==> config.mk <==
export PLATFORM = sky130hd
export DESIGN_NAME = memory_arbiter
export DESIGN_NICKNAME = d
export VERILOG_FILES = /design/src/rtl/cpu_types_pkg.sv /design/src/rtl/memory_arbiter.sv
export SDC_FILE = /design/constraint.sdc
export NUM_CORES = 1
export LEC_CHECK = 0
export ABC_AREA = 1
export BUFFER_PORTS_ARGS = -buffer_cell sky130_fd_sc_hd__clkbuf_2
export CELL_PAD_IN_SITES_DETAIL_PLACEMENT = 1
export CELL_PAD_IN_SITES_GLOBAL_PLACEMENT = 2
export CORE_AREA = 2 2 133 135
export CTS_BUF_LIST = sky130_fd_sc_hd__clkbuf_8
export CTS_CLUSTER_DIAMETER = 30
export DETAILED_ROUTE_END_ITERATION = 10
export DIE_AREA = 0 0 135 137
export PLACE_DENSITY_LB_ADDON = 0.1
export SLEW_MARGIN = 0
export SYNTH_ARGS = -nofsm -noshare
export SYNTH_HDL_FRONTEND = slang
export SYNTH_SLANG_ARGS = --single-unit
==> constraint.sdc <==
create_clock -name CLK -period 1.7 [get_ports CLK]
set_input_delay 0.34 -clock CLK [delete_from_list [all_inputs] [get_ports CLK]]
set_output_delay 0.34 -clock CLK [all_outputs]
set_load 0.01 [all_outputs]
==> src/rtl/cpu_types_pkg.sv <==
// Shared CPU type definitions: RAM handshake states and the arbiter FSM states.
package cpu_types_pkg;

    // State reported by the RAM model on every cycle.
    typedef enum logic [1:0] {
        FREE   = 2'd0,
        BUSY   = 2'd1,
        ACCESS = 2'd2,
        ERROR  = 2'd3
    } ramstate_t;

    // Arbiter ownership of the shared RAM port.
    typedef enum logic [1:0] {
        IDLE = 2'd0,
        IGNT = 2'd1,
        DGNT = 2'd2
    } arb_state_t;

endpackage

==> src/rtl/memory_arbiter.sv <==
// Single-port RAM arbiter between instruction fetch and data memory.
// Data side has priority; a streak limiter forces a fetch grant after
// MAX_DSTREAK back-to-back data grants that happened while fetch was waiting.
module memory_arbiter
    import cpu_types_pkg::*;
#(
    parameter int MAX_DSTREAK = 4,
    parameter int ERR_W       = 8
) (
    input  logic             CLK,
    input  logic             RST,
    input  logic             iREN,
    input  logic [31:0]      iaddr,
    output logic             iwait,
    output logic [31:0]      iload,
    input  logic             dREN,
    input  logic             dWEN,
    input  logic [31:0]      daddr,
    input  logic [31:0]      dstore,
    output logic             dwait,
    output logic [31:0]      dload,
    output logic             ramREN,
    output logic             ramWEN,
    output logic [31:0]      ramaddr,
    output logic [31:0]      ramstore,
    input  logic [31:0]      ramload,
    input  ramstate_t        ramstate,
    output logic [1:0]       grant,
    output logic [ERR_W-1:0] err_cnt
);

    localparam int STREAK_W = $clog2(MAX_DSTREAK) + 1;
    localparam logic [STREAK_W-1:0] STREAK_MAX = STREAK_W'(MAX_DSTREAK);

    arb_state_t          state;
    arb_state_t          nextState;
    logic [STREAK_W-1:0] dstreak;
    logic [STREAK_W-1:0] nextDstreak;
    logic [ERR_W-1:0]    errCnt;
    logic [ERR_W-1:0]    nextErrCnt;
    logic                dataReq;
    logic                grantedReq;

    // Request of each side and whether the current owner still wants the port.
    always_comb begin
        dataReq    = dREN | dWEN;
        grantedReq = ((state == IGNT) && iREN) || ((state == DGNT) && dataReq);
    end

    // State, streak and error registers with synchronous reset.
    always_ff @(posedge CLK) begin
        if (RST) begin
            state   <= IDLE;
            dstreak <= '0;
            errCnt  <= '0;
        end else begin
            state   <= nextState;
            dstreak <= nextDstreak;
            errCnt  <= nextErrCnt;
        end
    end

    // Arbitration in IDLE; completion, abort and error retry while granted.
    always_comb begin
        nextState   = state;
        nextDstreak = dstreak;
        nextErrCnt  = errCnt;
        case (state)
            IDLE: begin
                if (dataReq && (!iREN || (dstreak < STREAK_MAX))) begin
                    nextState   = DGNT;
                    nextDstreak = iREN ? dstreak + 1'b1 : '0;
                end else if (iREN) begin
                    nextState   = IGNT;
                    nextDstreak = '0;
                end
            end
            IGNT, DGNT: begin
                if (!grantedReq || (ramstate == ACCESS)) begin
                    nextState = IDLE;
                end else if ((ramstate == ERROR) && (errCnt != '1)) begin
                    nextErrCnt = errCnt + 1'b1;
                end
            end
            default: nextState = IDLE;
        endcase
    end

    // RAM port and per-side handshake driven from the owner and its live inputs.
    always_comb begin
        ramREN   = 1'b0;
        ramWEN   = 1'b0;
        ramaddr  = '0;
        ramstore = '0;
        iwait    = 1'b1;
        dwait    = 1'b1;
        iload    = '0;
        dload    = '0;
        grant    = 2'b00;
        case (state)
            IGNT: begin
                ramREN  = 1'b1;
                ramaddr = iaddr;
                grant   = 2'b01;
                if (iREN && (ramstate == ACCESS)) begin
                    iwait = 1'b0;
                    iload = ramload;
                end
            end
            DGNT: begin
                ramaddr  = daddr;
                ramstore = dstore;
                grant    = 2'b10;
                if (dWEN) begin
                    ramWEN = 1'b1;
                end else begin
                    ramREN = 1'b1;
                end
                if (dataReq && (ramstate == ACCESS)) begin
                    dwait = 1'b0;
                    dload = ramload;
                end
            end
            default: ;
        endcase
    end

    assign err_cnt = errCnt;

endmodule

After elaboration in Yosys (flattened, before gate mapping). Cells that the tools add are included.

Add/sub/neg operators: 2. $mul: 0. Divide/modulo/power cells: 0. Order comparisons: 1. Eq/ne operators: 7. Shift operators: 0. Muxes and demuxes: 22. Bitwise operators: 2. Reductions and logical operators: 17.

Operators by type and width (number): $mux 32 (5); $pmux 32 s2 (1); $mux 3 (3); $add 8x1->8 const B (1); $ne 8x8->1 const B (1); $pmux 2 s2 (2); $mux 1 (7); $eq 2x2->1 const B (3); $logic_and 1x1->1 (6); $mux 2 (3); $reduce_and 2->1 (2); $add 3x1->3 const B (1); $logic_or 1x1->1 (3); $lt 3x3->1 const B (1); $ne 3x3->1 const B (1); $reduce_and 3->1 (1); $eq 2x1->1 const B (1); $logic_not 1->1 (2); $logic_not 2->1 (1); $ne 2x2->1 const B (1); $pmux 1 s2 (1); $reduce_bool 2->1 (1); $reduce_or 2->1 (1); $not 1->1 (1); $or 1x1->1 (1).

Flip-flop bits (word level): 13. Bits in latches: 0. Bits in writable memories: 0. Memory bits (read-only): 0. Input bits: 135. Output and inout bits: 142. Logic and storage cells: 54. Memories: 0.

Longest topological paths before layout. Gate-level depths: netlist of run 1.

Depth after elaboration: 7. Gate-level depth with buffers: 10.

Worst setup path before layout of run 1. Ideal clock, no wire load.

Path type: reg2out. Start point: register state[0]. End point: output ramaddr[13]. Arrival time: 1301 ps. Required time: 1360 ps. Setup slack: 59 ps. Stages on the path, launching flop included: 7. Cells stage by stage: dfxtp_1 inv_1 ha_1 buf_2 buf_4 nand2_1 a21oi_1.

Longest elaborated chain between the ends: 2. Elaborated cells between the ends (all ways): 3. Those cells by class: eq/ne (2); mux (1).

Ends and longest elaborated chain: start, declared (RTL line memory_arbiter.sv:35) `arb_state_t state;`; start signal, assigned (RTL line memory_arbiter.sv:57) `state <= nextState;`; $eq 2x2->1 or $eq 2x1->1 (tied branches) (RTL line memory_arbiter.sv:100) `case (state)`; $pmux 32 s2 * (RTL line memory_arbiter.sv:100); end, declared (RTL line memory_arbiter.sv:24) `output logic [31:0] ramaddr,`.

Every way passes the cells marked *; elsewhere a longest branch is shown, timed or not.

Worst setup path in the final report of run 1.
Start point: register state[0]. End point: output ramaddr[29].

Same word-level chain as after synthesis.

==> results of run 1 <==
## Yosys cell counts
library cell / count / area share [%]
sky130_fd_sc_hd__nand2_2: 5 / 1.5
sky130_fd_sc_hd__a21oi_2: 6 / 2.6
sky130_fd_sc_hd__o21ai_0: 8 / 2.0
sky130_fd_sc_hd__nor2_4: 2 / 1.1
sky130_fd_sc_hd__nor3_1: 1 / 0.25
sky130_fd_sc_hd__buf_4: 2 / 0.74
sky130_fd_sc_hd__dfxtp_1: 13 / 13
sky130_fd_sc_hd__nor2_1: 77 / 14
sky130_fd_sc_hd__buf_1: 3 / 0.56
sky130_fd_sc_hd__clkbuf_1: 2 / 0.37
sky130_fd_sc_hd__nor2_8: 2 / 2.0
sky130_fd_sc_hd__inv_2: 4 / 0.74
sky130_fd_sc_hd__nand3_1: 4 / 0.99
sky130_fd_sc_hd__nand3_2: 2 / 0.99
sky130_fd_sc_hd__a21oi_1: 39 / 9.6
sky130_fd_sc_hd__xor2_1: 2 / 0.86
sky130_fd_sc_hd__o21ai_2: 1 / 0.43
sky130_fd_sc_hd__buf_6: 2 / 1.1
sky130_fd_sc_hd__nand3b_1: 2 / 0.74
sky130_fd_sc_hd__or2_2: 1 / 0.31
sky130_fd_sc_hd__inv_1: 78 / 14
sky130_fd_sc_hd__buf_2: 12 / 3.0
sky130_fd_sc_hd__ha_1: 6 / 3.7
sky130_fd_sc_hd__nand2_4: 2 / 1.1
sky130_fd_sc_hd__nand2_1: 128 / 24
## final timing paths
kind              depth (start not counted)     endpoint       start
hold / removal                            3   err_cnt[0]         RST
setup / recovery                          7  ramaddr[29]    state[0]
setup reg to reg                         11   err_cnt[5]    state[1]
hold reg to reg                           1   dstreak[0]  dstreak[0]
## state kept, by name, indices dropped and copies added (netlist names)
| name | flops |
|---|---|
| dstreak | 3 |
| err_cnt | 8 |
| state | 2 |
## worst reg2reg max path: cells and delay by family (launching register included)
kind / cells / cell delay [ns]
fa+ha+maj: 1 / 0.29
flops: 1 / 0.36
buf+inv: 5 / 0.48
compound gates: 1 / 0.13
simple gates: 4 / 0.49
## repair_timing
item | CTS | global route
gates resized for setup | 118 | 291
gates cloned | 8 | 7
buffers inserted | 14 | 7
endpoints found under the setup margin | 133 | 142
pin swaps | 5 | 16
## logic make-up after synthesis
family,count (synthesis),synth area share (%)
XOR/XNOR,2,0.865
flip-flops,13,12.8
buffers and inverters,103,20.9
AO/OA/AOI/OAI,54,14.6
AND/OR/NAND/NOR,226,47.0
adder cells (fa/ha/maj),6,3.71
## power groups by stage
| stage | sequential [mW] | clock, mW | combinational, mW |
|---|---|---|---|
| 2_1_floorplan | 0.339 | 0 | 0.558 |
| 3_3_place_gp | 0.340 | 0 | 1.12 |
| 3_5_place_dp | 0.340 | 0 | 1.13 |
| 4_1_cts | 0.338 | 0.317 | 1.55 |
| 5_1_grt | 0.343 | 0.335 | 2.00 |
| 6_report | 0.340 | 0.299 | 1.86 |
## cell type report
type / instances / area [sq um] / area share, %
clock buffer: 3 / 41.3 / 0.764
clock inverter: 1 / 5.00 / 0.0925
inverter: 82 / 320 / 5.92
multi-input combinational: 288 / 2010 / 37.2
sequential: 13 / 268 / 4.95
tap: 225 / 282 / 5.21
timing repair buffer: 320 / 2480 / 45.9
## layer usage
layer  up-vias  wire length [um]  GRT usage [%]
met5         -                 0              0
met4         0               185           2.03
met3        14               746           1.85
met2       112              8540           28.4
met1      1727              5310           14.2
li1       1793                 -              -
==> impl_metrics.json, run 1 <==
{
  "clk-insertion-delay-late_ns": 0.25,
  "initial_util_pct": 11.9,
  "timing.final.max_slew_violations": 0,
  "finalInstanceArea_sq_um": 5410,
  "grt_pass1_vias": 3468,
  "gp_congestion": 0.755,
  "dr.pass1.iters": 4,
  "regToRegSetupSlack_ns": -0.11,
  "timing.critical_path.required_ns": 1.36,
  "remaining_drc_errors": 0,
  "gr-usage-all-layers_pct": 13.5,
  "fillerInstances": 2140,
  "detailed_place.area_sq_um": 3770,
  "num_vias": 3646,
  "area.growth.synth_to_final_pct": 167,
  "crit_path_top_delay_cell": "sky130_fd_sc_hd__dfxtp_4",
  "cell_internal_pwr_mw": 1.39,
  "ioPinCount": 277,
  "cts_tree": "done",
  "dp_hpwl_mm": 10.3,
  "finalWirelength_mm": 14.8,
  "fin_nets": 849,
  "maxCapViolCount": 0,
  "grt_max_degree": 34,
  "cell_by_cell_trace_of_the_critical_path": "inv_4 -> ha_4 -> buf_12 -> buf_12 -> nand2_1 -> a21oi_4 -> buf_4",
  "p_total_mw": 2.50,
  "post_route_cells_drive_above_1_share_pct": 68.0,
  "remaining_overflow_grt": 0,
  "p_comb_share_pct": 74.5,
  "postSynthAreaPerCell_sq_um": 5.01,
  "hold_violations": 0,
  "sequentialPowerShare_pct": 13.6,
  "final.period_utilization_pct": 110,
  "synthCells": 404,
  "vias_per_cell": 3.91,
  "postSynthNetCount": 545,
  "core_region_area_sq_um": 17100,
  "dpl_ws_ns": 0.0305,
  "floorplan.rows": 48,
  "fin_worst_hold_slack_ns": 0.439,
  "number_of_antenna_cells_inserted": 0,
  "post-place-cells": 897,
  "slowest_delay_ns": 0.37,
  "yosys_warnings": 0,
  "power_per_cell_area_nw_per_um2": 463,
  "dieHeight_um": 137,
  "min_period_ns": 1.87,
  "grt_pass1_wl_mm": 19.6,
  "initial_antenna_violation_count": 0,
  "finalNonFillerCells": 932,
  "ctsLongestPathBuffers": 2,
  "leakage_nw": 2.94,
  "share_of_synthesized_area_occupied_by_flip_flops_and_latches_pct": 12.8,
  "critical_path.max_fanout": 8,
  "setup-violations-final": 137,
  "outcome": "finished, violations left",
  "timing.fmax_ghz": 0.534,
  "net_switching_mw": 1.11,
  "syn-cell-area_sq_um": 2030,
  "layout_commonest_cell": "sky130_fd_sc_hd__clkbuf_2",
  "failed_checks": "setup timing",
  "tightestPinTransition_ns": 0.273,
  "die_width_um": 135,
  "endpoint_kind": "primary output",
  "drt_iter0_drc": 60,
  "signal_arrival_time_at_the_worst_endpoint_ns": 1.53,
  "dieArea_sq_um": 18500,
  "hold_bufs_inserted_after_cts": 0,
  "rsz0062_at_grt": "true",
  "most_frequent_cells_in_the_layout": "sky130_fd_sc_hd__clkbuf_2, sky130_fd_sc_hd__nand2_1, sky130_fd_sc_hd__buf_6",
  "hold_class": "in2reg",
  "clock-skew-final_ns": 0.00357,
  "crit_top_cell": "sky130_fd_sc_hd__buf_12",
  "ant_nets": 0,
  "cp_num_buf_inv": 4,
  "power_switching_share_pct": 44.3,
  "clock_sinks": 13,
  "cp-start-kind": "register",
  "ys_seq_elements": 13,
  "worst_setup_hold_path_clk_slew_ns": 0.07,
  "timing.slew.headroom_pct": 81.8,
  "final_util_pct": 31.7,
  "synth.distinct_cells": 25,
  "clock_tree.root_cell": "sky130_fd_sc_hd__clkbuf_8",
  "tritoncts.num_buffers": 3,
  "worst_ir_drop_vdd_v": 0.000250,
  "htreeDepth": 1,
  "cpLargestDelayFamily": "buffers and inverters",
  "buffer_ports.inserted": 276,
  "totalNegativeSetupSlack_ns": -13.61,
  "clockPowerShare_pct": 11.9,
  "route.detailed.wl_per_inst_um": 15.9,
  "setup_ws_ns": -0.172,
  "worst-setup-path-type": "reg2out"
}
Power figures use the tool's default switching activity.
==> inputs of run 2 (changes only) <==
Settings changed: CORE_AREA 2 2 133 135 to 2 2 139 141, DIE_AREA 0 0 135 137 to 0 0 141 143.
Clock period 1.7 ns to 1.6 ns, I/O delays scaled along.
==> run 2 against run 1 <==
The run still ends with setup timing left. Core utilization down 6.1 points. Clock power rose by 1%. Sequential cell count did not move. Clock-buffer cell count is the same. Routed wire length is 5.7% lower. Die area is 9.0% higher. Worst setup slack got worse by 0.0097 ns. Combinational power fell by 6%. Cell area decreased by 12%. First-iteration DRC count increased by 27%.
==> impl_metrics.json, run 2 (synthesis results as in run 1) <==
{
  "gp_congestion": 0.776,
  "num_vias": 3548,
  "timing.final.max_slew_violations": 0,
  "remaining_overflow_grt": 0,
  "initial_util_pct": 10.9,
  "dieArea_sq_um": 20200,
  "dieHeight_um": 143,
  "initial_antenna_violation_count": 0,
  "setup_ws_ns": -0.182,
  "clk-insertion-delay-late_ns": 0.25,
  "clock_tree.root_cell": "sky130_fd_sc_hd__clkbuf_8",
  "grt_max_degree": 34,
  "final-seq-area_sq_um": 268,
  "clock_sinks": 13,
  "grt_pass1_wl_mm": 19.7,
  "signal_arrival_time_at_the_worst_endpoint_ns": 1.46,
  "gr-usage-all-layers_pct": 12.3,
  "post_route_cells_drive_above_1_share_pct": 61.2,
  "min_period_ns": 1.78,
  "tritoncts.num_buffers": 3,
  "failed_checks": "setup timing",
  "cp-start-kind": "register",
  "area.growth.synth_to_final_pct": 135,
  "final_util_pct": 25.6,
  "hold_class": "in2reg",
  "floorplan.rows": 50,
  "timing.slew.headroom_pct": 81.6,
  "die_width_um": 141,
  "hold_bufs_inserted_after_cts": 0,
  "drt_iter0_drc": 76,
  "dr.pass1.iters": 4,
  "cts_tree": "done",
  "worst_setup_hold_path_clk_slew_ns": 0.06,
  "critical_path.max_fanout": 6,
  "ctsLongestPathBuffers": 2,
  "worst-setup-path-type": "reg2out",
  "final.period_utilization_pct": 111,
  "hold_violations": 0,
  "remaining_drc_errors": 0,
  "totalNegativeSetupSlack_ns": -16.69,
  "dp_hpwl_mm": 11.1,
  "fillerInstances": 2371,
  "worst_ir_drop_vdd_v": 0.000183,
  "core_region_area_sq_um": 18600,
  "timing.fmax_ghz": 0.561,
  "finalWirelength_mm": 13.9,
  "setup-violations-final": 132,
  "power_per_cell_area_nw_per_um2": 505,
  "maxCapViolCount": 0,
  "largest_register_ffs": 8,
  "tightestPinTransition_ns": 0.273,
  "rsz0062_at_grt": "true",
  "outcome": "finished, violations left",
  "number_of_antenna_cells_inserted": 0,
  "leakage_nw": 2.85,
  "htreeDepth": 1,
  "timing.critical_path.required_ns": 1.28,
  "clock-skew-final_ns": 0.00740,
  "vias_per_cell": 3.82,
  "fin_nets": 838,
  "route.detailed.wl_per_inst_um": 15.0,
  "ant_nets": 0,
  "grt_pass1_vias": 3504,
  "most_frequent_cells_in_the_layout": "sky130_fd_sc_hd__clkbuf_2, sky130_fd_sc_hd__nand2_1, sky130_fd_sc_hd__inv_1",
  "endpoint_kind": "primary output",
  "ioPinCount": 277,
  "layout_commonest_cell": "sky130_fd_sc_hd__clkbuf_2",
  "buffer_ports.inserted": 276,
  "multiInputGateArea_sq_um": 1800
}
-- run 2: worst paths after layout --
path                    from           to  slack, ns  depth (start not counted)
setup reg to reg    state[0]   err_cnt[4]       0.02                          9
setup / recovery    state[1]  ramaddr[27]      -0.18                          7
hold / removal           RST   err_cnt[7]       0.27                          2
hold reg to reg   dstreak[0]   dstreak[0]       0.46                          1
-- run 2: per-layer routing --
| metal | share of wire (%) | track usage (%) | vias up |
|---|---|---|---|
| met3 | 5.3 | 1.74 | 10 |
| li1 | - | - | 1770 |
| met5 | 0 | 0 | - |
| met4 | 0.88 | 1.95 | 0 |
| met2 | 56 | 25.4 | 117 |
| met1 | 37 | 13.3 | 1651 |
-- run 2: where the power goes --
group          internal (mW)  total, mW  switching [mW]
clock network          0.172      0.303           0.131
registers              0.344      0.365          0.0213
logic                  0.814       1.74           0.924
-- run 2: area by class of cell --
| type | count | area share [%] |
|---|---|---|
| clock buffer | 3 | 0.866 |
| clock inverter | 1 | 0.105 |
| sequential | 13 | 5.62 |
| inverter | 82 | 6.72 |
| multi-input combinational | 288 | 37.7 |
| timing repair buffer | 309 | 42.9 |
| tap | 234 | 6.14 |
-- run 2: worst max-delay path: stages (launching register included) --
cell	delay (ns)
sky130_fd_sc_hd__dfxtp_4	0.36
sky130_fd_sc_hd__inv_4	0.08
sky130_fd_sc_hd__ha_4	0.17
sky130_fd_sc_hd__buf_12	0.13
sky130_fd_sc_hd__clkbuf_16	0.16
sky130_fd_sc_hd__nand2_2	0.06
sky130_fd_sc_hd__a21oi_4	0.14
sky130_fd_sc_hd__buf_6	0.12
-- run 2: what timing repair did --
action,in CTS,in global routing
endpoints found under the setup margin,141,144
resized for setup,73,175
setup buffers,5,3
pin swaps,4,18
cloned,2,7
-- run 2: metrics by stage --
stage / total power [mW] / std cells / hold WS (ns) / instance area [sq um] / setup slack, ns
floorplan: 0.955 / 404 / 0.429 / 2030 / 0.0103
global placement: 1.61 / 911 / 0.446 / 3830 / -0.0758
detailed placement: 1.61 / 911 / 0.458 / 3830 / -0.0966
CTS: 2.15 / 922 / 0.265 / 4250 / -0.192
global route: 2.60 / 930 / 0.282 / 4770 / -0.249
finish: 2.41 / 930 / 0.272 / 4770 / -0.182
==> inputs of run 3 (changes only) <==
Settings changed: CAP_MARGIN set to 20, SETUP_SLACK_MARGIN set to 0.05.
==> run 3 against run 2 <==
Sequential cell count unchanged. Highest routed layer unchanged. The run still ends with setup timing left. Routed wire length is 1.8% higher. Cell count grew 0.22%.
==> impl_metrics.json, run 3 (synthesis results as in run 1) <==
{
  "remaining_drc_errors": 0,
  "gp_congestion": 0.733,
  "clock_tree.root_cell": "sky130_fd_sc_hd__clkbuf_8",
  "cp-start-kind": "register",
  "clock_sinks": 13,
  "leakage_nw": 2.88,
  "largest_register_ffs": 8,
  "grt_pass1_wl_mm": 19.9,
  "route.detailed.wl_per_inst_um": 15.2,
  "cts_tree": "done",
  "hold_bufs_inserted_after_cts": 0,
  "power_per_cell_area_nw_per_um2": 539,
  "ctsLongestPathBuffers": 2,
  "grt_max_degree": 34,
  "cpLargestDelayFamily": "buffers and inverters",
  "core_region_area_sq_um": 18600,
  "worst-setup-path-type": "reg2out",
  "outcome": "finished, violations left",
  "grt_pass1_vias": 3613,
  "fin_worst_hold_slack_ns": 0.432,
  "htreeDepth": 1,
  "failed_checks": "setup timing",
  "worst_ir_drop_vdd_v": 0.000200,
  "maxCapViolCount": 0,
  "hold_class": "in2reg",
  "dieArea_sq_um": 20200,
  "most_frequent_cells_in_the_layout": "sky130_fd_sc_hd__clkbuf_2, sky130_fd_sc_hd__nand2_1, sky130_fd_sc_hd__buf_2",
  "regToRegSetupSlack_ns": -0.08,
  "initial_antenna_violation_count": 0,
  "initial_util_pct": 10.9,
  "fin_nets": 840,
  "dr.pass1.iters": 4,
  "timing.critical_path.required_ns": 1.28,
  "cp_num_buf_inv": 6,
  "endpoint_kind": "primary output",
  "final.period_utilization_pct": 113,
  "finalWirelength_mm": 14.2,
  "setup_ws_ns": -0.213,
  "die_width_um": 141,
  "signal_arrival_time_at_the_worst_endpoint_ns": 1.49,
  "crit_top_cell": "sky130_fd_sc_hd__buf_12",
  "buffer_ports.inserted": 276,
  "post_route_cells_drive_above_1_share_pct": 62.9,
  "vias_per_cell": 3.82,
  "clk-insertion-delay-late_ns": 0.24,
  "layout_commonest_cell": "sky130_fd_sc_hd__clkbuf_2",
  "finalNonFillerCells": 932,
  "p_total_mw": 2.58,
  "tritoncts.num_buffers": 3,
  "critical_path.max_fanout": 6,
  "min_period_ns": 1.81,
  "post-place-cells": 911,
  "remaining_overflow_grt": 0,
  "setup-violations-final": 141,
  "dieHeight_um": 143,
  "gr-usage-all-layers_pct": 12.5,
  "timing.final.max_slew_violations": 0,
  "hold_violations": 0,
  "dp_hpwl_mm": 10.8,
  "timing.slew.headroom_pct": 77.7,
  "crit_path_top_delay_cell": "sky130_fd_sc_hd__dfxtp_4",
  "slowest_delay_ns": 0.36,
  "number_of_antenna_cells_inserted": 0,
  "area.growth.synth_to_final_pct": 136,
  "timing.fmax_ghz": 0.552,
  "drt_iter0_drc": 84,
  "dpl_ws_ns": -0.0708,
  "tightestPinTransition_ns": 0.330,
  "ant_nets": 0,
  "worst_setup_hold_path_clk_slew_ns": 0.06,
  "rsz0062_at_grt": "true",
  "clock-skew-final_ns": 0.00198,
  "floorplan.rows": 50,
  "cell_by_cell_trace_of_the_critical_path": "inv_4 -> ha_4 -> buf_12 -> buf_12 -> buf_16 -> nand2_2 -> inv_1 -> clkbuf_2",
  "ioPinCount": 277,
  "num_vias": 3564
}
## run 3: cell types whose count changed in the layout (fill, tap and decap cells not counted), moves of 5 or more
cell                       change
sky130_fd_sc_hd__nor2_2       +15
sky130_fd_sc_hd__clkbuf_2     -14
sky130_fd_sc_hd__inv_2        +14
sky130_fd_sc_hd__inv_1        -13
sky130_fd_sc_hd__nor2_4       -11
sky130_fd_sc_hd__buf_2         +9
sky130_fd_sc_hd__buf_12        -6
sky130_fd_sc_hd__buf_16        +5
sky130_fd_sc_hd__nand2_2       -5
## run 3: what timing repair did
action	CTS	global route
endpoints found under the setup margin	141	141
gates cloned	5	5
gates resized for setup	66	204
pin swaps	7	7
buffers inserted	3	5
## run 3: layout make-up
cell class	count	area, sq um
fill	2377	13800
inverter	82	320
timing repair buffer	311	2130
multi-input combinational	288	1720
clock buffer	3	41.3
clock inverter	1	3.75
tap	234	293
sequential	13	268
## run 3: final timing paths
| path | cells past startpoint | to | from |
|---|---|---|---|
| max | 8 | ramstore[2] | state[0] |
| min | 4 | state[1] | RST |
| max reg2reg | 10 | err_cnt[4] | state[1] |
| min reg2reg | 1 | dstreak[0] | dstreak[0] |
## run 3: routing by layer
metal | share of wire [%] | routed length, um | global-route usage, %
met2 | 59 | 8320 | 26.6
met1 | 36 | 5120 | 13.3
met5 | 0 | 0 | 0
met3 | 4.5 | 636 | 1.27
met4 | 0.79 | 112 | 1.74
## run 3: where the power goes
group | switching (mW) | leakage [nW] | total, mW | internal, mW
sequential | 0.0202 | 0.107 | 0.364 | 0.344
combinational | 0.976 | 2.74 | 1.92 | 0.942
clock | 0.124 | 0.0269 | 0.293 | 0.169
total | 1.12 | 2.88 | 2.58 | 1.46
## run 3: per-stage QoR
step	area [sq um]	TNS (ns)	util [%]
floorplan	2050	0	-
global placement	3820	0	20.6
detailed placement	3820	-0.536	20.6
CTS	4270	-19.73	23.0
global route	4780	-30.45	25.7
finish	4780	-19.25	25.7
## run 3: worst reg2reg max path: cells and delay by family (launching register included)
family / cells / cell delay (ns)
AND/OR/NAND/NOR: 5 / 0.50
buffers and inverters: 3 / 0.40
flip-flops: 1 / 0.36
adder cells (fa/ha/maj): 1 / 0.22
AO/OA/AOI/OAI: 1 / 0.13
